`config.mk`:
```
export PLATFORM = sky130hd
export DESIGN_NAME = fft_twiddle_fetch_flat
export DESIGN_NICKNAME = d
export VERILOG_FILES = /design/src/rtl/fft_twiddle_pkg.sv /design/src/rtl/fft_twiddle_fetch_if.sv /design/src/rtl/tw_skid_fifo.sv /design/src/rtl/fft_twiddle_fetch.sv /design/src/flat_wrapper.sv
export SDC_FILE = /design/constraint.sdc
export NUM_CORES = 1
export LEC_CHECK = 0
export BUFFER_PORTS_ARGS = -buffer_cell sky130_fd_sc_hd__buf_2
export CORE_MARGIN = 3
export CORE_UTILIZATION = 35
export CTS_BUF_LIST = sky130_fd_sc_hd__clkbuf_2 sky130_fd_sc_hd__clkbuf_4 sky130_fd_sc_hd__clkbuf_8
export CTS_CLUSTER_SIZE = 8
export DETAILED_ROUTE_END_ITERATION = 10
export PLACE_DENSITY = 0.61
export RECOVER_POWER = 50
export SLEW_MARGIN = 15
export SYNTH_ARGS = -nofsm -noshare
export SYNTH_HDL_FRONTEND = slang
export SYNTH_SLANG_ARGS = --single-unit
```
`constraint.sdc`:
```
create_clock -name clk -period 10.8 [get_ports clk]
set_input_delay 1.08 -clock clk [delete_from_list [all_inputs] [get_ports clk]]
set_output_delay 1.08 -clock clk [all_outputs]
set_load 0.05 [all_outputs]
```
`src/rtl/fft_twiddle_pkg.sv`:
```
// Shared constants and types for the twiddle ROM read sequencer.
package fft_twiddle_pkg;

  localparam int unsigned TW_AW        = 5;
  localparam int unsigned TW_DW        = 16;
  localparam int unsigned TW_ROM_DEPTH = 28;

  localparam logic [TW_AW:0]   TW_LEN_MAX   = (TW_AW + 1)'(TW_ROM_DEPTH);
  localparam logic [TW_AW-1:0] TW_DEPTH_A   = TW_AW'(TW_ROM_DEPTH);
  localparam logic [TW_AW-1:0] TW_ADDR_LAST = TW_AW'(TW_ROM_DEPTH - 1);

  typedef enum logic [1:0] {
    StIdle,
    StRun,
    StDrain,
    StDone
  } tw_state_t;

  typedef struct packed {
    logic [TW_DW-1:0] re;
    logic [TW_DW-1:0] im;
    logic [TW_AW:0]   index;
    logic             last;
  } tw_word_t;

  // Next ROM address, wrapping at the last valid entry rather than at 2**TW_AW.
  function automatic logic [TW_AW-1:0] tw_addr_inc(input logic [TW_AW-1:0] addr);
    return (addr == TW_ADDR_LAST) ? '0 : addr + 1'b1;
  endfunction

endpackage

```
`src/rtl/fft_twiddle_fetch_if.sv`:
```
// Twiddle output stream towards the butterfly multiplier (valid/ready).
interface fft_twiddle_fetch_if;
  import fft_twiddle_pkg::*;

  logic             tw_valid;
  logic             tw_ready;
  logic [TW_DW-1:0] tw_re;
  logic [TW_DW-1:0] tw_im;
  logic [TW_AW:0]   tw_index;
  logic             tw_last;

  modport master (
    output tw_valid,
    output tw_re,
    output tw_im,
    output tw_index,
    output tw_last,
    input  tw_ready
  );

  modport slave (
    input  tw_valid,
    input  tw_re,
    input  tw_im,
    input  tw_index,
    input  tw_last,
    output tw_ready
  );

endinterface

```
`src/rtl/tw_skid_fifo.sv`:
```
// Two-entry synchronous FIFO of twiddle words; caller guarantees no overflow/underflow.
module tw_skid_fifo
  import fft_twiddle_pkg::*;
(
  input  logic       clk,
  input  logic       rst_n,
  input  logic       push,
  input  tw_word_t   wdata,
  input  logic       pop,
  output tw_word_t   rdata,
  output logic [1:0] count
);

  tw_word_t   mem_q [2];
  logic       wr_ptr_q;
  logic       rd_ptr_q;
  logic [1:0] count_q;

  always_ff @(posedge clk) begin
    if (!rst_n) begin
      mem_q[0] <= '0;
      mem_q[1] <= '0;
      wr_ptr_q <= 1'b0;
      rd_ptr_q <= 1'b0;
      count_q  <= 2'd0;
    end else begin
      if (push) begin
        mem_q[wr_ptr_q] <= wdata;
        wr_ptr_q        <= ~wr_ptr_q;
      end
      if (pop) begin
        rd_ptr_q <= ~rd_ptr_q;
      end
      unique case ({push, pop})
        2'b10:   count_q <= count_q + 2'd1;
        2'b01:   count_q <= count_q - 2'd1;
        default: count_q <= count_q;
      endcase
    end
  end

  assign rdata = mem_q[rd_ptr_q];
  assign count = count_q;

endmodule

```
`src/rtl/fft_twiddle_fetch.sv`:
```
// Walks a contiguous twiddle ROM range and streams {re,im} pairs through a 2-entry buffer.
module fft_twiddle_fetch
  import fft_twiddle_pkg::*;
(
  input  logic               clk,
  input  logic               rst_n,
  input  logic               start,
  input  logic [TW_AW-1:0]   base_addr,
  input  logic [TW_AW:0]     length,
  output logic               busy,
  output logic               done,
  output logic [TW_AW-1:0]   rom_addr,
  input  logic [TW_DW-1:0]   rom_re_data,
  input  logic [TW_DW-1:0]   rom_im_data,
  fft_twiddle_fetch_if.master tw
);

  tw_state_t        state_q, state_d;
  logic [TW_AW:0]   len_q;
  logic [TW_AW:0]   issued_q;
  logic [TW_AW-1:0] next_addr_q;
  logic [TW_AW-1:0] rom_addr_q;
  logic             pending_q;
  logic [TW_AW:0]   pend_index_q;
  logic             pend_last_q;

  logic [TW_AW:0]   len_clamp;
  logic [TW_AW-1:0] base_mod;
  logic             fifo_valid;
  logic             pop;
  logic             issue;
  logic [1:0]       count_eff;
  logic [2:0]       credit_used;
  tw_word_t         fifo_wdata;
  tw_word_t         fifo_rdata;
  logic [1:0]       fifo_count;

  always_comb begin
    len_clamp   = (length > TW_LEN_MAX) ? TW_LEN_MAX : length;
    base_mod    = (base_addr >= TW_DEPTH_A) ? base_addr - TW_DEPTH_A : base_addr;
    fifo_valid  = (fifo_count != 2'd0);
    pop         = fifo_valid && tw.tw_ready;
    // Occupancy after this cycle's pop plus the word landing now; one more issue must still fit.
    count_eff   = fifo_count - {1'b0, pop};
    credit_used = {1'b0, count_eff} + {2'b00, pending_q};
    issue       = (state_q == StRun) && (issued_q != len_q) && (credit_used < 3'd2);
    fifo_wdata  = '{re: rom_re_data, im: rom_im_data, index: pend_index_q, last: pend_last_q};

    state_d = state_q;
    unique case (state_q)
      StIdle:  if (start) state_d = (len_clamp == '0) ? StDone : StRun;
      StRun:   if (issued_q == len_q) state_d = StDrain;
      StDrain: if (pop && fifo_rdata.last) state_d = StDone;
      StDone:  state_d = StIdle;
      default: state_d = StIdle;
    endcase
  end

  always_ff @(posedge clk) begin
    if (!rst_n) begin
      state_q      <= StIdle;
      len_q        <= '0;
      issued_q     <= '0;
      next_addr_q  <= '0;
      rom_addr_q   <= '0;
      pending_q    <= 1'b0;
      pend_index_q <= '0;
      pend_last_q  <= 1'b0;
    end else begin
      state_q   <= state_d;
      pending_q <= issue;
      if (state_q == StIdle && start) begin
        len_q       <= len_clamp;
        next_addr_q <= base_mod;
        issued_q    <= '0;
      end
      if (issue) begin
        rom_addr_q   <= next_addr_q;
        next_addr_q  <= tw_addr_inc(next_addr_q);
        issued_q     <= issued_q + 1'b1;
        pend_index_q <= issued_q;
        pend_last_q  <= ((issued_q + 1'b1) == len_q);
      end
    end
  end

  tw_skid_fifo u_fifo (
    .clk   (clk),
    .rst_n (rst_n),
    .push  (pending_q),
    .wdata (fifo_wdata),
    .pop   (pop),
    .rdata (fifo_rdata),
    .count (fifo_count)
  );

  assign busy        = (state_q == StRun) || (state_q == StDrain);
  assign done        = (state_q == StDone);
  assign rom_addr    = rom_addr_q;
  assign tw.tw_valid = fifo_valid;
  assign tw.tw_re    = fifo_rdata.re;
  assign tw.tw_im    = fifo_rdata.im;
  assign tw.tw_index = fifo_rdata.index;
  assign tw.tw_last  = fifo_rdata.last;

endmodule

```
`src/flat_wrapper.sv`:
```
// flat-port wrapper written by rule: the top's interface ports become plain ports
module fft_twiddle_fetch_flat import fft_twiddle_pkg::*;
  (clk, rst_n, start, base_addr, length, busy, done, rom_addr, rom_re_data, rom_im_data, tw_tw_valid, tw_tw_re, tw_tw_im, tw_tw_index, tw_tw_last, tw_tw_ready);
  fft_twiddle_fetch_if tw_i ();
  input  logic clk;
  input  logic rst_n;
  input  logic start;
  input  logic [TW_AW-1:0] base_addr;
  input  logic [TW_AW:0] length;
  output logic busy;
  output logic done;
  output logic [TW_AW-1:0] rom_addr;
  input  logic [TW_DW-1:0] rom_re_data;
  input  logic [TW_DW-1:0] rom_im_data;
  output wire logic [$bits(tw_i.tw_valid)-1:0] tw_tw_valid;
  output wire logic [$bits(tw_i.tw_re)-1:0] tw_tw_re;
  output wire logic [$bits(tw_i.tw_im)-1:0] tw_tw_im;
  output wire logic [$bits(tw_i.tw_index)-1:0] tw_tw_index;
  output wire logic [$bits(tw_i.tw_last)-1:0] tw_tw_last;
  input wire logic [$bits(tw_i.tw_ready)-1:0] tw_tw_ready;
  assign tw_tw_valid = tw_i.tw_valid;
  assign tw_tw_re = tw_i.tw_re;
  assign tw_tw_im = tw_i.tw_im;
  assign tw_tw_index = tw_i.tw_index;
  assign tw_tw_last = tw_i.tw_last;
  assign tw_i.tw_ready = tw_tw_ready;
  fft_twiddle_fetch u_core (.clk(clk), .rst_n(rst_n), .start(start), .base_addr(base_addr), .length(length), .busy(busy), .done(done), .rom_addr(rom_addr), .rom_re_data(rom_re_data), .rom_im_data(rom_im_data), .tw(tw_i));
endmodule
```
; ---- Word-level counts from Yosys, hierarchy flattened
; Memories as Yosys holds them, arrays and structs flattened. A register that Yosys moved wholly into a read port is not among the register bits.
; Index checks and enable logic that the tools add are counted.
[classes]
addsub = 7
n_lt_le_gt_ge = 3
n_eq_ne = 12
n_mux = 22
n_bitwise = 2
n_reduce_logical = 13
[ops]
columns = op, count
row1 = 2-to-1 mux 39 bit, 1
row2 = OR reduction 39 bit, 1
row3 = 2-to-1 mux 5 bit, 4
row4 = 2-to-1 mux 6 bit, 3
row5 = equality test 6 bit, 2
row6 = 2-to-1 mux 1 bit, 8
row7 = 2-to-1 mux 2 bit, 4
row8 = case mux 2 bit (4 select lines), 1
row9 = adder 6 x 1 -> 6 bit (second input constant), 1
row10 = equality test 2 bit (second input constant), 3
row11 = greater-than comparator 6 x 5 -> 1 bit (second input constant), 1
row12 = logical NOT 6 bit, 1
row13 = != test 6 bit, 1
row14 = nonzero test 2 bit, 3
row15 = adder 5 x 1 -> 5 bit (second input constant), 1
row16 = equality test 5 bit (second input constant), 1
row17 = greater-or-equal comparator 5 bit (second input constant), 1
row18 = logical AND 1 bit, 5
row19 = subtractor 5 bit (second input constant), 1
row20 = equality test 2 x 1 -> 1 bit (second input constant), 2
row21 = != test 2 bit (second input constant), 2
row22 = case mux 2 bit (2 select lines), 1
row23 = adder 2 x 1 -> 3 bit, 1
row24 = less-than comparator 3 x 2 -> 1 bit (second input constant), 1
row25 = other kinds (8), 9
[totals]
register_bits = 36
ram_bits = 78
in_bits = 47
output_inout_bits = 47
wordCells = 71
mem_count = 1
[mem_list]
columns = name, words, word_bits, rd, rd_clocked_by_memory_dff, write_ports, line_no
row1 = u_core.u_fifo.mem_q, 2, 39, 1, 1, 2, tw_skid_fifo.sv:14  ; tw_word_t mem_q [2];

; ---- Longest topological paths before layout
; Gate-level depths: netlist of the first run.
[depth]
depth_word = 7
depth_mapped = 11
depth_no_buf = 9

; ---- Hierarchy
; Synthesis of the first run repeated with hierarchy kept, for this count alone.
[hier_totals]
hier_cells = 486
area_unflattened_um2 = 5288.8
[by_module_without_submodules]
columns = mod, instances, cells_each, area_per_inst_um2
row1 = tw_skid_fifo, 1, 274, 3522.1
row2 = fft_twiddle_fetch, 1, 212, 1766.7

; ---- Worst setup path after synthesis of the first run
; Ideal clock, no wire load.
[synth_timing]
kind = input to register
startpoint = input port rst_n
endpoint = memory u_core.u_fifo.mem_q[0][0] (netlist bit) (enable)
setup_ps = 743
arrival_time_ps = 3080
required_ps = 10057
setup_slack_ps = 6977
cell_stages = 4
n_path_buf = 3
path_cell_list = clkbuf_1 -> clkbuf_1 -> clkbuf_1 -> o21ai_0
[synth_rtl]
columns = item, line_no
row1 = from (decl), flat_wrapper.sv:6  ; input logic rst_n;
row2 = to (decl), tw_skid_fifo.sv:14

==> report_table.html, run 1 <==
<table>
<tr><th>Metric</th><th>Value</th></tr>
<tr><th colspan="2">Drt</th></tr>
<tr><td>Post-route DRC violation count</td><td>0</td></tr>
<tr><td>Mean number of vias per cell</td><td>around 4.8</td></tr>
<tr><td>Aggregate routed wire length</td><td>around 10 mm</td></tr>
<tr><td>Via total after detailed routing</td><td>about 3500</td></tr>
<tr><td>Remaining number of nets flagged by the antenna check after routing</td><td>0</td></tr>
<tr><td>Routed length per instance</td><td>about 15 um</td></tr>
<tr><td>Count of routing violations after the opening detailed-route iteration</td><td>253</td></tr>
<tr><td>Drt pass-1 iters</td><td>6</td></tr>
<tr><th colspan="2">Yosys</th></tr>
<tr><td>Library cell with the highest instance count after synthesis</td><td>and2_1</td></tr>
<tr><td>Proportion of synthesized chip area in sequential cells</td><td>0.580</td></tr>
<tr><td>Mean instance size in the synthesized netlist</td><td>approximately 12 um2</td></tr>
<tr><td>Prevailing post-synth register cell</td><td>edfxtp_1</td></tr>
<tr><td>Post-synth ARST share</td><td>0</td></tr>
<tr><td>List of most frequent post-synthesis cells</td><td>and2_1 (83), edfxtp_1 (78), mux2_2 (40)</td></tr>
<tr><td>Post-Synthesis Net Count</td><td>between 400 and 500</td></tr>
<tr><td>Post-Syn Instances</td><td>between 400 and 500</td></tr>
<tr><td>Largest area contributor in the netlist</td><td>edfxtp_1</td></tr>
<tr><td>Yosys synthesis warning count</td><td>0</td></tr>
<tr><td>Post-Syn Area</td><td>approximately 0.0053 mm2</td></tr>
<tr><td>Number of synthesized register bits</td><td>about 120</td></tr>
<tr><td>Synth top area cells</td><td>edfxtp_1 (44%), dfxtp_1 (14%), and2_1 (9.8%)</td></tr>
<tr><td>Share of the synthesized area in the top cell type</td><td>0.441</td></tr>
<tr><td>Count of distinct cell types in the synthesized netlist</td><td>44</td></tr>
<tr><td>Number of flops mapped to enable cells by yosys</td><td>78</td></tr>
<tr><th colspan="2">Global route</th></tr>
<tr><td>Pin count of the biggest net entering global routing</td><td>between 40 and 50</td></tr>
<tr><td>Vias in the first global route</td><td>around 3400</td></tr>
<tr><td>Total global routing overflow</td><td>0</td></tr>
<tr><td>Global-route wire length before repair</td><td>~17 mm</td></tr>
<tr><td>Number of antenna violations at the first check in global routing</td><td>0</td></tr>
<tr><td>Overall routing resource usage</td><td>0.129</td></tr>
<tr><th colspan="2">Timing</th></tr>
<tr><td>Min setup slack post-route</td><td>between 6 and 7 ns</td></tr>
<tr><td>Final critical path time including I/O delays and setup</td><td>roughly 4.5 ns</td></tr>
<tr><td>Worst-case clock skew</td><td>0.0125 ns</td></tr>
<tr><td>Tightest Pin Transition</td><td>1.74 ns</td></tr>
<tr><td>RSZ-0062 raised after global routing</td><td>false</td></tr>
<tr><td>Worst slew margin</td><td>-0.162</td></tr>
<tr><td>Setup TNS</td><td>0 ns</td></tr>
<tr><td>Highest attainable clock frequency</td><td>about 220 MHz</td></tr>
<tr><td>Hold Violations, Final</td><td>0</td></tr>
<tr><td>Final setup violation count</td><td>0</td></tr>
<tr><td>Final clock period utilization by the worst path</td><td>0.421</td></tr>
<tr><td>Pins over their slew limit</td><td>89</td></tr>
<tr><th colspan="2">Pwr</th></tr>
<tr><td>Combinational cell fraction of total power</td><td>0.322</td></tr>
<tr><td>Power per cell area</td><td>between 200 and 250 mW/mm2</td></tr>
<tr><td>Power dissipated by switching net loads</td><td>0.542 mW</td></tr>
<tr><td>Part of the total power dissipated in the clock network</td><td>0.284</td></tr>
<tr><td>Maximum resistive drop on vdd</td><td>around 0.17 mV</td></tr>
<tr><td>Sequential group share of total power</td><td>0.394</td></tr>
<tr><td>Internal power</td><td>~0.92 mW</td></tr>
<tr><td>LEAKAGE</td><td>between 2 and 3 nW</td></tr>
<tr><td>Switching share of power</td><td>0.370</td></tr>
<tr><td>Power, Total</td><td>1.47 mW</td></tr>
<tr><th colspan="2">CTS</th></tr>
<tr><td>Clock Latency Late Sink</td><td>between 0.4 and 0.5 ns</td></tr>
<tr><td>Post-cts resize count</td><td>0</td></tr>
<tr><td>Clock tree from TritonCTS</td><td>built</td></tr>
<tr><td>Sink Count</td><td>115</td></tr>
<tr><td>Cts bufs inserted</td><td>17</td></tr>
<tr><td>Hold-fix buffers, CTS</td><td>0</td></tr>
<tr><td>Root buffer cell</td><td>clkbuf_8</td></tr>
<tr><td>Clk pin slew, worst setup/hold paths</td><td>around 0.07 ns</td></tr>
<tr><td>Setup bufs post-CTS</td><td>0</td></tr>
<tr><td>Number of H-tree levels</td><td>4</td></tr>
<tr><td>Clock buffer depth</td><td>2</td></tr>
<tr><th colspan="2">Floorplan</th></tr>
<tr><td>Initial core utilization</td><td>0.362</td></tr>
<tr><td>Area of the core</td><td>between 0.01 and 0.015 mm2</td></tr>
<tr><td>Num ports</td><td>94</td></tr>
<tr><td>Die Outline Area</td><td>roughly 0.017 mm2</td></tr>
<tr><td>DIE WIDTH</td><td>~130 um</td></tr>
<tr><td>Die boundary height</td><td>~130 um</td></tr>
<tr><td>FP Rows</td><td>between 40 and 50</td></tr>
<tr><th colspan="2">Placed design</th></tr>
<tr><td>Last weighted congestion value of the routability-driven placer</td><td>between 0.7 and 0.8</td></tr>
<tr><td>Total half-perimeter wirelength after legalization and detailed placement</td><td>6.76 mm</td></tr>
<tr><td>Placed Cells incl. Taps</td><td>about 700</td></tr>
<tr><td>Place WS</td><td>about 7.2 ns</td></tr>
<tr><td>Buffers on Ports</td><td>93</td></tr>
<tr><th colspan="2">Final layout</th></tr>
<tr><td>Area growth from synthesis to final layout</td><td>19.2%</td></tr>
<tr><td>Ant. Diodes</td><td>0</td></tr>
<tr><td>Layout cell share with drive strength beyond 1</td><td>0.303</td></tr>
<tr><td>Number of nets in the layout</td><td>around 580</td></tr>
<tr><td>Core occupancy in the finished layout</td><td>0.431</td></tr>
<tr><td>Post-route insts no fill</td><td>just over 700</td></tr>
<tr><th colspan="2">Setup path</th></tr>
<tr><td>Arrival time reported for the critical path endpoint</td><td>about 4.6 ns</td></tr>
<tr><td>Data required time of the critical path</td><td>between 10 and 15 ns</td></tr>
<tr><td>Largest fanout on the critical path</td><td>46</td></tr>
<tr><td>Crit end category</td><td>flop</td></tr>
<tr><td>Worst Path Class, Setup</td><td>primary input to flop</td></tr>
<tr><td>Setup crit start kind</td><td>primary input</td></tr>
<tr><td>Cells on worst reg2reg path</td><td>3</td></tr>
<tr><th colspan="2">Run status</th></tr>
<tr><td>Run status</td><td>finished, violations left</td></tr>
<tr><td>Violated checks</td><td>max-capacitance violations, max-slew violations</td></tr>
<tr><th colspan="2">Min path</th></tr>
<tr><td>Worst min-delay path category</td><td>flop to flop</td></tr>
<tr><td>Number of cells on the worst hold path</td><td>2</td></tr>
<tr><th colspan="2">Run</th></tr>
<tr><td>Maximum Capacitance Violations</td><td>3</td></tr>
</table>
## routing by layer
metal  GRT usage  wire length [um]  share of wire
met1       0.168              4900           0.47
met2       0.202              4680           0.45
met3      0.0400               686          0.066
met4      0.0488               162          0.016
met5           0                 0              0
## state kept, by name (all words and copies together), names as in the netlist, named ones only
signal,cells
u_core.u_fifo.mem_q,78
u_core.issued_q,6
u_core.len_q,6
u_core.pend_index_q,6
u_core.next_addr_q,5
u_core.rom_addr,5
u_core.state_q,2
u_core.u_fifo.count,2
u_core.pend_last_q,1
u_core.pending_q,1
u_core.u_fifo.rd_ptr_q,1
u_core.u_fifo.wr_ptr_q,1
## cell usage in the layout, fill, tap and decap left out, drive strengths merged, types with 13 or more instances in the layout
cell type / count
nor2b: 17
buf: 85
edfxtp: 78
and2: 83
clkbuf: 29
mux2i: 13
mux2: 40
nand2: 25
o21ai: 15
dfxtp: 37
## final timing paths
path / from / to / slack (ns)
setup / recovery: rst_n / u_core.u_fifo.mem_q[1][0] / 6.25
hold / removal: u_core.pend_last_q / u_core.pend_last_q / 0.48
setup reg to reg: u_core.pending_q / u_core.u_fifo.mem_q[0][23] / 7.41
hold reg to reg: u_core.pend_last_q / u_core.pend_last_q / 0.48
## final cells by class
class	instances	area (um2)
fill	1385	8360
multi-input combinational	285	2110
clock buffer	18	241
timing repair buffer	96	467
sequential	115	3080
clock inverter	14	178
tap	184	230
inverter	6	22.5
## stage by stage
step	area [um2]	hold WS [ns]
after floorplan	5320	0.442
after global placement	5950	0.462
after detailed placement	5950	0.472
after CTS	6370	0.481
after global routing	6340	0.517
final	6340	0.477
## critical path, stage by stage
cell	delay [ns]
clkbuf_1	1.19
and3_1	0.29
clkbuf_1	1.04
nand2b_2	0.96
## logic make-up after synthesis
family	after synthesis	synth area share
AOI/OAI and AO/OA	45	0.0595
xor gates and xnor gates	17	0.0280
adders and majority gates	10	0.0235
buffers and inverters	28	0.0228
DFF	115	0.580
muxes	53	0.109
and+or+nand+nor	160	0.177
## power groups by stage
| stage | Sequential [mW] | Combinational (mW) | Clock (mW) |
|---|---|---|---|
| 2_1_floorplan | 0.571 | 0.395 | 0 |
| 3_3_place_gp | 0.585 | 0.472 | 0 |
| 3_5_place_dp | 0.588 | 0.478 | 0 |
| 4_1_cts | 0.579 | 0.481 | 0.426 |
| 5_1_grt | 0.586 | 0.511 | 0.446 |
| 6_report | 0.578 | 0.472 | 0.416 |
(Power assumes the default switching activity.)
==> run 2, diff against run 1 <==
--- a/config.mk
+++ b/config.mk
@@ -11,7 +11,7 @@
 export CTS_BUF_LIST = sky130_fd_sc_hd__clkbuf_2 sky130_fd_sc_hd__clkbuf_4 sky130_fd_sc_hd__clkbuf_8
 export CTS_CLUSTER_SIZE = 8
 export DETAILED_ROUTE_END_ITERATION = 10
-export PLACE_DENSITY = 0.61
+export PLACE_DENSITY = 0.63
 export RECOVER_POWER = 50
 export SLEW_MARGIN = 15
 export SYNTH_ARGS = -nofsm -noshare
==> constraint.sdc (replaced) <==
create_clock -name clk -period 3.7 [get_ports clk]
set_input_delay 0.37 -clock clk [delete_from_list [all_inputs] [get_ports clk]]
set_output_delay 0.37 -clock clk [all_outputs]
set_load 0.05 [all_outputs]
==> report_table.html, run 2 (synthesis gave the netlist of run 1 again) <==
<table>
<tr><th>Metric</th><th>Value</th></tr>
<tr><th colspan="2">Final layout</th></tr>
<tr><td>Top library cells by usage in the layout, fill and taps aside</td><td>buf_2 (87), edfxtp_1 (78), and2_1 (43)</td></tr>
<tr><td>Commonest non-fill, non-tap cell in the layout</td><td>buf_2</td></tr>
<tr><td>Number of nets in the layout</td><td>583 (+0.87%)</td></tr>
<tr><td>Ant. Diodes</td><td>0 (unchanged)</td></tr>
<tr><td>Layout cell share with drive strength beyond 1</td><td>0.316 (+0.0126)</td></tr>
<tr><td>Area growth from synthesis to final layout</td><td>20.2%</td></tr>
<tr><td>Flip-flop count of the largest register after layout</td><td>78 (unchanged)</td></tr>
<tr><td>Biggest register</td><td>u_core.u_fifo.mem_q</td></tr>
<tr><th colspan="2">CTS</th></tr>
<tr><td>Hold-fix buffers, CTS</td><td>0 (unchanged)</td></tr>
<tr><td>Clk pin slew, worst setup/hold paths</td><td>0.07 ns (about the same)</td></tr>
<tr><td>Number of H-tree levels</td><td>4 (unchanged)</td></tr>
<tr><td>Clock Latency Late Sink</td><td>0.42 ns (about the same)</td></tr>
<tr><td>Cts bufs inserted</td><td>17 (unchanged)</td></tr>
<tr><td>Root buffer cell</td><td>clkbuf_8</td></tr>
<tr><td>Setup bufs post-CTS</td><td>0 (unchanged)</td></tr>
<tr><td>Post-cts resize count</td><td>0 (unchanged)</td></tr>
<tr><td>Clock tree from TritonCTS</td><td>built</td></tr>
<tr><td>Clock buffer depth</td><td>2 (unchanged)</td></tr>
<tr><td>Sink Count</td><td>115 (unchanged)</td></tr>
<tr><th colspan="2">Run</th></tr>
<tr><td>Maximum Capacitance Violations</td><td>2 (-1)</td></tr>
<tr><th colspan="2">Setup path</th></tr>
<tr><td>Largest fanout on the critical path</td><td>45 (-2.2%)</td></tr>
<tr><td>Crit end category</td><td>flop</td></tr>
<tr><td>Setup crit start kind</td><td>primary input</td></tr>
<tr><td>Worst Path Class, Setup</td><td>primary input to flop</td></tr>
<tr><td>Setup slack, reg-to-reg</td><td>1.27 ns (-6.14 ns)</td></tr>
<tr><td>Start point of the critical path</td><td>rst_n</td></tr>
<tr><td>Data required time of the critical path</td><td>3.98 ns (-6.87 ns)</td></tr>
<tr><td>Startpoint of the worst-slack reg-to-reg timing path</td><td>u_core.u_fifo.count[0]</td></tr>
<tr><td>Cells on worst reg2reg path</td><td>10 (+7)</td></tr>
<tr><td>Terminus of the critical flop-to-flop path</td><td>u_core.rom_addr[0]</td></tr>
<tr><td>Arrival time reported for the critical path endpoint</td><td>2.98 ns (-1.61 ns)</td></tr>
<tr><th colspan="2">Floorplan</th></tr>
<tr><td>Die boundary height</td><td>129 um (unchanged)</td></tr>
<tr><td>FP Rows</td><td>44 (unchanged)</td></tr>
<tr><td>Area of the core</td><td>0.0147 mm2 (unchanged)</td></tr>
<tr><td>Initial core utilization</td><td>0.362 (unchanged)</td></tr>
<tr><td>Die Outline Area</td><td>0.0167 mm2 (unchanged)</td></tr>
<tr><td>Num ports</td><td>94 (unchanged)</td></tr>
<tr><td>DIE WIDTH</td><td>129 um (unchanged)</td></tr>
<tr><th colspan="2">Timing</th></tr>
<tr><td>Hold Violations, Final</td><td>0 (unchanged)</td></tr>
<tr><td>Worst hold slack after final layout</td><td>0.224 ns (-0.253 ns)</td></tr>
<tr><td>Pins over their slew limit</td><td>86 (-3.4%)</td></tr>
<tr><td>Worst slew margin</td><td>-0.162 (+0.000192)</td></tr>
<tr><td>Highest attainable clock frequency</td><td>roughly 370 MHz</td></tr>
<tr><td>Final setup violation count</td><td>0 (unchanged)</td></tr>
<tr><td>Worst-case clock skew</td><td>0.00737 ns (-0.00511 ns)</td></tr>
<tr><td>RSZ-0062 raised after global routing</td><td>false</td></tr>
<tr><td>Final critical path time including I/O delays and setup</td><td>2.69 ns</td></tr>
<tr><td>Final clock period utilization by the worst path</td><td>0.728</td></tr>
<tr><td>Setup TNS</td><td>0 ns (unchanged)</td></tr>
<tr><td>Tightest Pin Transition</td><td>1.74 ns (-0.000289 ns)</td></tr>
<tr><th colspan="2">Global route</th></tr>
<tr><td>Global-route wire length before repair</td><td>17.7 mm (+5.6%)</td></tr>
<tr><td>Total global routing overflow</td><td>0 (unchanged)</td></tr>
<tr><td>Overall routing resource usage</td><td>0.136 (+0.00774)</td></tr>
<tr><td>GR Layer Usage met1</td><td>0.167 (-0.000306)</td></tr>
<tr><td>Pin count of the biggest net entering global routing</td><td>46 (-2.1%)</td></tr>
<tr><td>Met2 GRT Util</td><td>0.228 (+0.0262)</td></tr>
<tr><td>Number of antenna violations at the first check in global routing</td><td>0 (unchanged)</td></tr>
<tr><td>Met3 routing resource usage after global routing</td><td>0.0482 (+0.00824)</td></tr>
<tr><td>Vias in the first global route</td><td>3660 (+6.8%)</td></tr>
<tr><td>Peak-usage layer in the global routing report</td><td>met2</td></tr>
<tr><th colspan="2">Pwr</th></tr>
<tr><td>Switching share of power</td><td>0.364 (-0.00517)</td></tr>
<tr><td>Power dissipated by switching net loads</td><td>1.58 mW (+190%)</td></tr>
<tr><td>Sequential group share of total power</td><td>0.384 (-0.010)</td></tr>
<tr><td>Part of the total power dissipated in the clock network</td><td>0.288 (+0.004)</td></tr>
<tr><td>Maximum resistive drop on vdd</td><td>0.450 mV (+170%)</td></tr>
<tr><td>Power per cell area</td><td>679 mW/mm2 (+190%)</td></tr>
<tr><td>LEAKAGE</td><td>2.58 nW (+1.2%)</td></tr>
<tr><td>Internal power</td><td>2.76 mW (+200%)</td></tr>
<tr><td>Combinational cell fraction of total power</td><td>0.328 (+0.006)</td></tr>
<tr><th colspan="2">Run status</th></tr>
<tr><td>Violated checks</td><td>max-capacitance violations, max-slew violations</td></tr>
<tr><td>Run status</td><td>finished, violations left</td></tr>
<tr><th colspan="2">Placed design</th></tr>
<tr><td>Last weighted congestion value of the routability-driven placer</td><td>0.835 (+14%)</td></tr>
<tr><td>Buffers on Ports</td><td>93 (unchanged)</td></tr>
<tr><td>Total half-perimeter wirelength after legalization and detailed placement</td><td>7.10 mm (+5.1%)</td></tr>
<tr><th colspan="2">Drt</th></tr>
<tr><td>Drt pass-1 iters</td><td>4 (-2)</td></tr>
<tr><td>Aggregate routed wire length</td><td>11.0 mm (+5.6%)</td></tr>
<tr><td>Mean number of vias per cell</td><td>4.88 (+1.1%)</td></tr>
<tr><td>Routed length per instance</td><td>15.3 um (+5.0%)</td></tr>
<tr><td>Post-route DRC violation count</td><td>0 (unchanged)</td></tr>
<tr><td>Via total after detailed routing</td><td>3520 (+1.7%)</td></tr>
<tr><td>Count of routing violations after the opening detailed-route iteration</td><td>246 (-2.8%)</td></tr>
<tr><td>Remaining number of nets flagged by the antenna check after routing</td><td>0 (unchanged)</td></tr>
<tr><th colspan="2">Min path</th></tr>
<tr><td>Hold EP</td><td>u_core.len_q[0]</td></tr>
<tr><td>Worst min-delay path category</td><td>primary input to flop</td></tr>
<tr><td>Number of cells on the worst hold path</td><td>3 (+1)</td></tr>
<tr><td>Critical hold path startpoint</td><td>length[0]</td></tr>
</table>
[run 2: worst max path at each step]
stage | endpoint | slack (ns) | cells past startpoint
final | u_core.u_fifo.mem_q[0][6] | 1.01 | 6
after global routing | u_core.u_fifo.mem_q[0][29] | 0.73 | 6
after CTS | tw_tw_re[9] | 1.15 | 3
after detailed placement | u_core.rom_addr[0] | 1.26 | 10
after floorplan | u_core.u_fifo.mem_q[0][0] | 0.01 | 2
after global placement | u_core.issued_q[5] | 1.41 | 10
[run 2: power by group through the flow]
stage	Combinational, mW	Clock, mW	Sequential (mW)
after floorplan	1.15	0	1.67
after global placement	1.41	0	1.69
after detailed placement	1.44	0	1.70
after CTS	1.44	1.28	1.67
after global routing	1.53	1.34	1.69
final	1.42	1.25	1.67
[run 2: layout make-up]
| type | instances | area (um2) |
|---|---|---|
| fill | 1396 | 8310 |
| sequential | 115 | 3080 |
| multi-input combinational | 285 | 2130 |
| timing repair buffer | 101 | 505 |
| clock buffer | 17 | 234 |
| tap | 184 | 230 |
| clock inverter | 14 | 186 |
| inverter | 6 | 22.5 |
[run 2: per-layer routing]
layer	vias up	wire, um
met1	1704	5050
met4	0	99
met3	10	643
li1	1717	-
met5	-	0
met2	89	5220
[run 2: worst max-delay path, cell delays in order]
cell and delay [ns]:
clkbuf_1 0.15, clkbuf_1 1.27, nand2_1 0.19, nor2_2 0.14
clkbuf_2 0.59, and2_1 0.22
[run 2: stage by stage]
stage	total power [mW]	utilization	worst slack, ns	std cells	area (um2)
2_1_floorplan	2.82	-	0.0114	428	5320
3_3_place_gp	3.10	0.408	1.41	691	5990
3_5_place_dp	3.13	0.408	1.26	691	5990
4_1_cts	4.39	0.436	1.15	722	6410
5_1_grt	4.57	0.435	0.731	722	6390
6_report	4.34	0.435	1.01	722	6390
==> run 3, diff against run 2 <==
==> constraint.sdc (replaced) <==
create_clock -name clk -period 2.4 [get_ports clk]
set_input_delay 0.24 -clock clk [delete_from_list [all_inputs] [get_ports clk]]
set_output_delay 0.24 -clock clk [all_outputs]
set_load 0.05 [all_outputs]
==> report_table.html, run 3 (synthesis gave the netlist of run 1 again) <==
<table>
<tr><th>Metric</th><th>Value</th></tr>
<tr><th colspan="2">Pwr</th></tr>
<tr><td>LEAKAGE</td><td>2.59 nW (+0.45%)</td></tr>
<tr><td>Maximum resistive drop on vdd</td><td>0.717 mV (+59%)</td></tr>
<tr><td>Power per cell area</td><td>1010 mW/mm2 (+49%)</td></tr>
<tr><td>Power, Total</td><td>6.48 mW (+49%)</td></tr>
<tr><th colspan="2">Final layout</th></tr>
<tr><td>Number of nets in the layout</td><td>584 (+0.17%)</td></tr>
<tr><td>Final design area excluding fillers</td><td>0.00638 mm2 (-0.12%)</td></tr>
<tr><td>Storage element area</td><td>0.00308 mm2 (unchanged)</td></tr>
<tr><td>Top library cells by usage in the layout, fill and taps aside</td><td>buf_2 (88), edfxtp_1 (78), and2_1 (49)</td></tr>
<tr><td>Post-route insts no fill</td><td>724 (+0.28%)</td></tr>
<tr><td>Commonest non-fill, non-tap cell in the layout</td><td>buf_2</td></tr>
<tr><td>Area growth from synthesis to final layout</td><td>20.1%</td></tr>
<tr><td>Filler cells</td><td>1412 (+1.1%)</td></tr>
<tr><td>Flip-flop count of the largest register after layout</td><td>78 (unchanged)</td></tr>
<tr><td>Layout cell share with drive strength beyond 1</td><td>0.313 (-0.00302)</td></tr>
<tr><td>Area of the multi-input gates</td><td>0.00212 mm2 (-0.23%)</td></tr>
<tr><td>Ant. Diodes</td><td>0 (unchanged)</td></tr>
<tr><td>Core occupancy in the finished layout</td><td>0.434 (-0.000510)</td></tr>
<tr><td>Biggest register</td><td>u_core.u_fifo.mem_q</td></tr>
<tr><th colspan="2">Min path</th></tr>
<tr><td>Worst min-delay path category</td><td>primary input to flop</td></tr>
<tr><th colspan="2">CTS</th></tr>
<tr><td>Clock buffer depth</td><td>2 (unchanged)</td></tr>
<tr><td>Clk pin slew, worst setup/hold paths</td><td>0.07 ns (about the same)</td></tr>
<tr><td>Number of H-tree levels</td><td>4 (unchanged)</td></tr>
<tr><td>Clock Latency Late Sink</td><td>0.43 ns (about the same)</td></tr>
<tr><td>Root buffer cell</td><td>clkbuf_8</td></tr>
<tr><td>Post-cts resize count</td><td>0 (unchanged)</td></tr>
<tr><td>Sink Count</td><td>115 (unchanged)</td></tr>
<tr><td>Clock tree from TritonCTS</td><td>built</td></tr>
<tr><td>Setup bufs post-CTS</td><td>0 (unchanged)</td></tr>
<tr><td>Hold-fix buffers, CTS</td><td>0 (unchanged)</td></tr>
<tr><td>Cts bufs inserted</td><td>17 (unchanged)</td></tr>
<tr><th colspan="2">Timing</th></tr>
<tr><td>Worst-case clock skew</td><td>0.0110 ns (+0.00363 ns)</td></tr>
<tr><td>Setup TNS</td><td>0 ns (unchanged)</td></tr>
<tr><td>Min setup slack post-route</td><td>0.271 ns (-0.735 ns)</td></tr>
<tr><td>RSZ-0062 raised after global routing</td><td>false</td></tr>
<tr><td>Final critical path time including I/O delays and setup</td><td>between 2 and 2.5 ns</td></tr>
<tr><td>Final setup violation count</td><td>0 (unchanged)</td></tr>
<tr><td>Final clock period utilization by the worst path</td><td>0.887</td></tr>
<tr><td>Worst slew margin</td><td>0.265 (+0.427)</td></tr>
<tr><td>Highest attainable clock frequency</td><td>470 MHz</td></tr>
<tr><td>Pins over their slew limit</td><td>0 (-100%)</td></tr>
<tr><td>Worst hold slack after final layout</td><td>0.0948 ns (-0.129 ns)</td></tr>
<tr><td>Tightest Pin Transition</td><td>1.10 ns (-0.640 ns)</td></tr>
<tr><td>Hold Violations, Final</td><td>0 (unchanged)</td></tr>
<tr><th colspan="2">Global route</th></tr>
<tr><td>Global-route wire length before repair</td><td>17.4 mm (-1.4%)</td></tr>
<tr><td>Number of antenna violations at the first check in global routing</td><td>0 (unchanged)</td></tr>
<tr><td>Vias in the first global route</td><td>3568 (-2.5%)</td></tr>
<tr><td>Total global routing overflow</td><td>0 (unchanged)</td></tr>
<tr><td>Overall routing resource usage</td><td>0.133 (-0.00341)</td></tr>
<tr><td>Pin count of the biggest net entering global routing</td><td>40 (-13%)</td></tr>
<tr><th colspan="2">Floorplan</th></tr>
<tr><td>Num ports</td><td>94 (unchanged)</td></tr>
<tr><td>Die Outline Area</td><td>0.0167 mm2 (unchanged)</td></tr>
<tr><td>Die boundary height</td><td>129 um (unchanged)</td></tr>
<tr><td>Area of the core</td><td>0.0147 mm2 (unchanged)</td></tr>
<tr><td>DIE WIDTH</td><td>129 um (unchanged)</td></tr>
<tr><td>FP Rows</td><td>44 (unchanged)</td></tr>
<tr><td>Initial core utilization</td><td>0.362 (unchanged)</td></tr>
<tr><th colspan="2">Drt</th></tr>
<tr><td>Remaining number of nets flagged by the antenna check after routing</td><td>0 (unchanged)</td></tr>
<tr><td>Drt pass-1 iters</td><td>4 (unchanged)</td></tr>
<tr><td>Mean number of vias per cell</td><td>4.87 (-0.16%)</td></tr>
<tr><td>Via total after detailed routing</td><td>3524 (+0.11%)</td></tr>
<tr><td>Count of routing violations after the opening detailed-route iteration</td><td>229 (-6.9%)</td></tr>
<tr><td>Routed length per instance</td><td>14.6 um (-4.2%)</td></tr>
<tr><td>Aggregate routed wire length</td><td>10.6 mm (-4.0%)</td></tr>
<tr><td>Post-route DRC violation count</td><td>0 (unchanged)</td></tr>
<tr><th colspan="2">Setup path</th></tr>
<tr><td>Worst Path Class, Setup</td><td>flop to flop</td></tr>
<tr><td>Arrival time reported for the critical path endpoint</td><td>2.44 ns (-0.54 ns)</td></tr>
<tr><td>Largest fanout on the critical path</td><td>31 (-31%)</td></tr>
<tr><td>Crit end category</td><td>flop</td></tr>
<tr><td>Data required time of the critical path</td><td>2.71 ns (-1.27 ns)</td></tr>
<tr><td>Setup crit start kind</td><td>flop</td></tr>
<tr><th colspan="2">Placed design</th></tr>
<tr><td>Buffers on Ports</td><td>93 (unchanged)</td></tr>
<tr><td>Last weighted congestion value of the routability-driven placer</td><td>0.748 (-10%)</td></tr>
<tr><td>Placement Cell Area</td><td>0.00604 mm2 (+0.75%)</td></tr>
<tr><td>Place WS</td><td>0.259 ns (-1.00 ns)</td></tr>
<tr><td>Placed Cells incl. Taps</td><td>692 (+0.14%)</td></tr>
<tr><td>Total half-perimeter wirelength after legalization and detailed placement</td><td>6.93 mm (-2.4%)</td></tr>
<tr><th colspan="2">Run status</th></tr>
<tr><td>Run status</td><td>complete, no violations</td></tr>
<tr><th colspan="2">Run</th></tr>
<tr><td>Maximum Capacitance Violations</td><td>0 (-2)</td></tr>
</table>
run 3: layout make-up:
class | instances | share of cell area
inverter | 6 | 0.00353
clock buffer | 20 | 0.0402
tap | 184 | 0.0361
clock inverter | 12 | 0.0180
timing repair buffer | 102 | 0.0864
multi-input combinational | 285 | 0.333
sequential | 115 | 0.483
run 3: path summary, 6_finish.rpt:
kind,from,end,slack [ns],depth (start not counted)
min,length[1],u_core.len_q[1],0.09,3
max,u_core.u_fifo.count[1],u_core.issued_q[2],0.27,10
max reg2reg,u_core.u_fifo.count[1],u_core.issued_q[2],0.27,10
min reg2reg,u_core.pend_last_q,u_core.pend_last_q,0.49,2
run 3: report_power, final:
group	switching (mW)	total (mW)	internal, mW	leakage (nW)
Combinational	1.45	2.23	0.786	1.29
Clock	0.746	1.68	0.937	0.189
Sequential	0.186	2.56	2.38	1.11
run 3: worst max-delay path, stage by stage (launching register included):
cell and delay, ns:
dfxtp_1 0.34, or2_2 0.33, nand2_1 0.12, inv_1 0.07, ha_1 0.19, xnor2_1 0.14
o21a_1 0.13, o211a_1 0.18, buf_12 0.20, nand2b_1 0.20, o21ai_0 0.12
run 3: routing by layer:
metal / vias up / track usage / routed length, um
li1: 1715 / - / -
met1: 1711 / 0.169 / 4840
met2: 85 / 0.213 / 4970
met3: 13 / 0.0458 / 643
met4: 0 / 0.0445 / 124
met5: - / 0 / 0
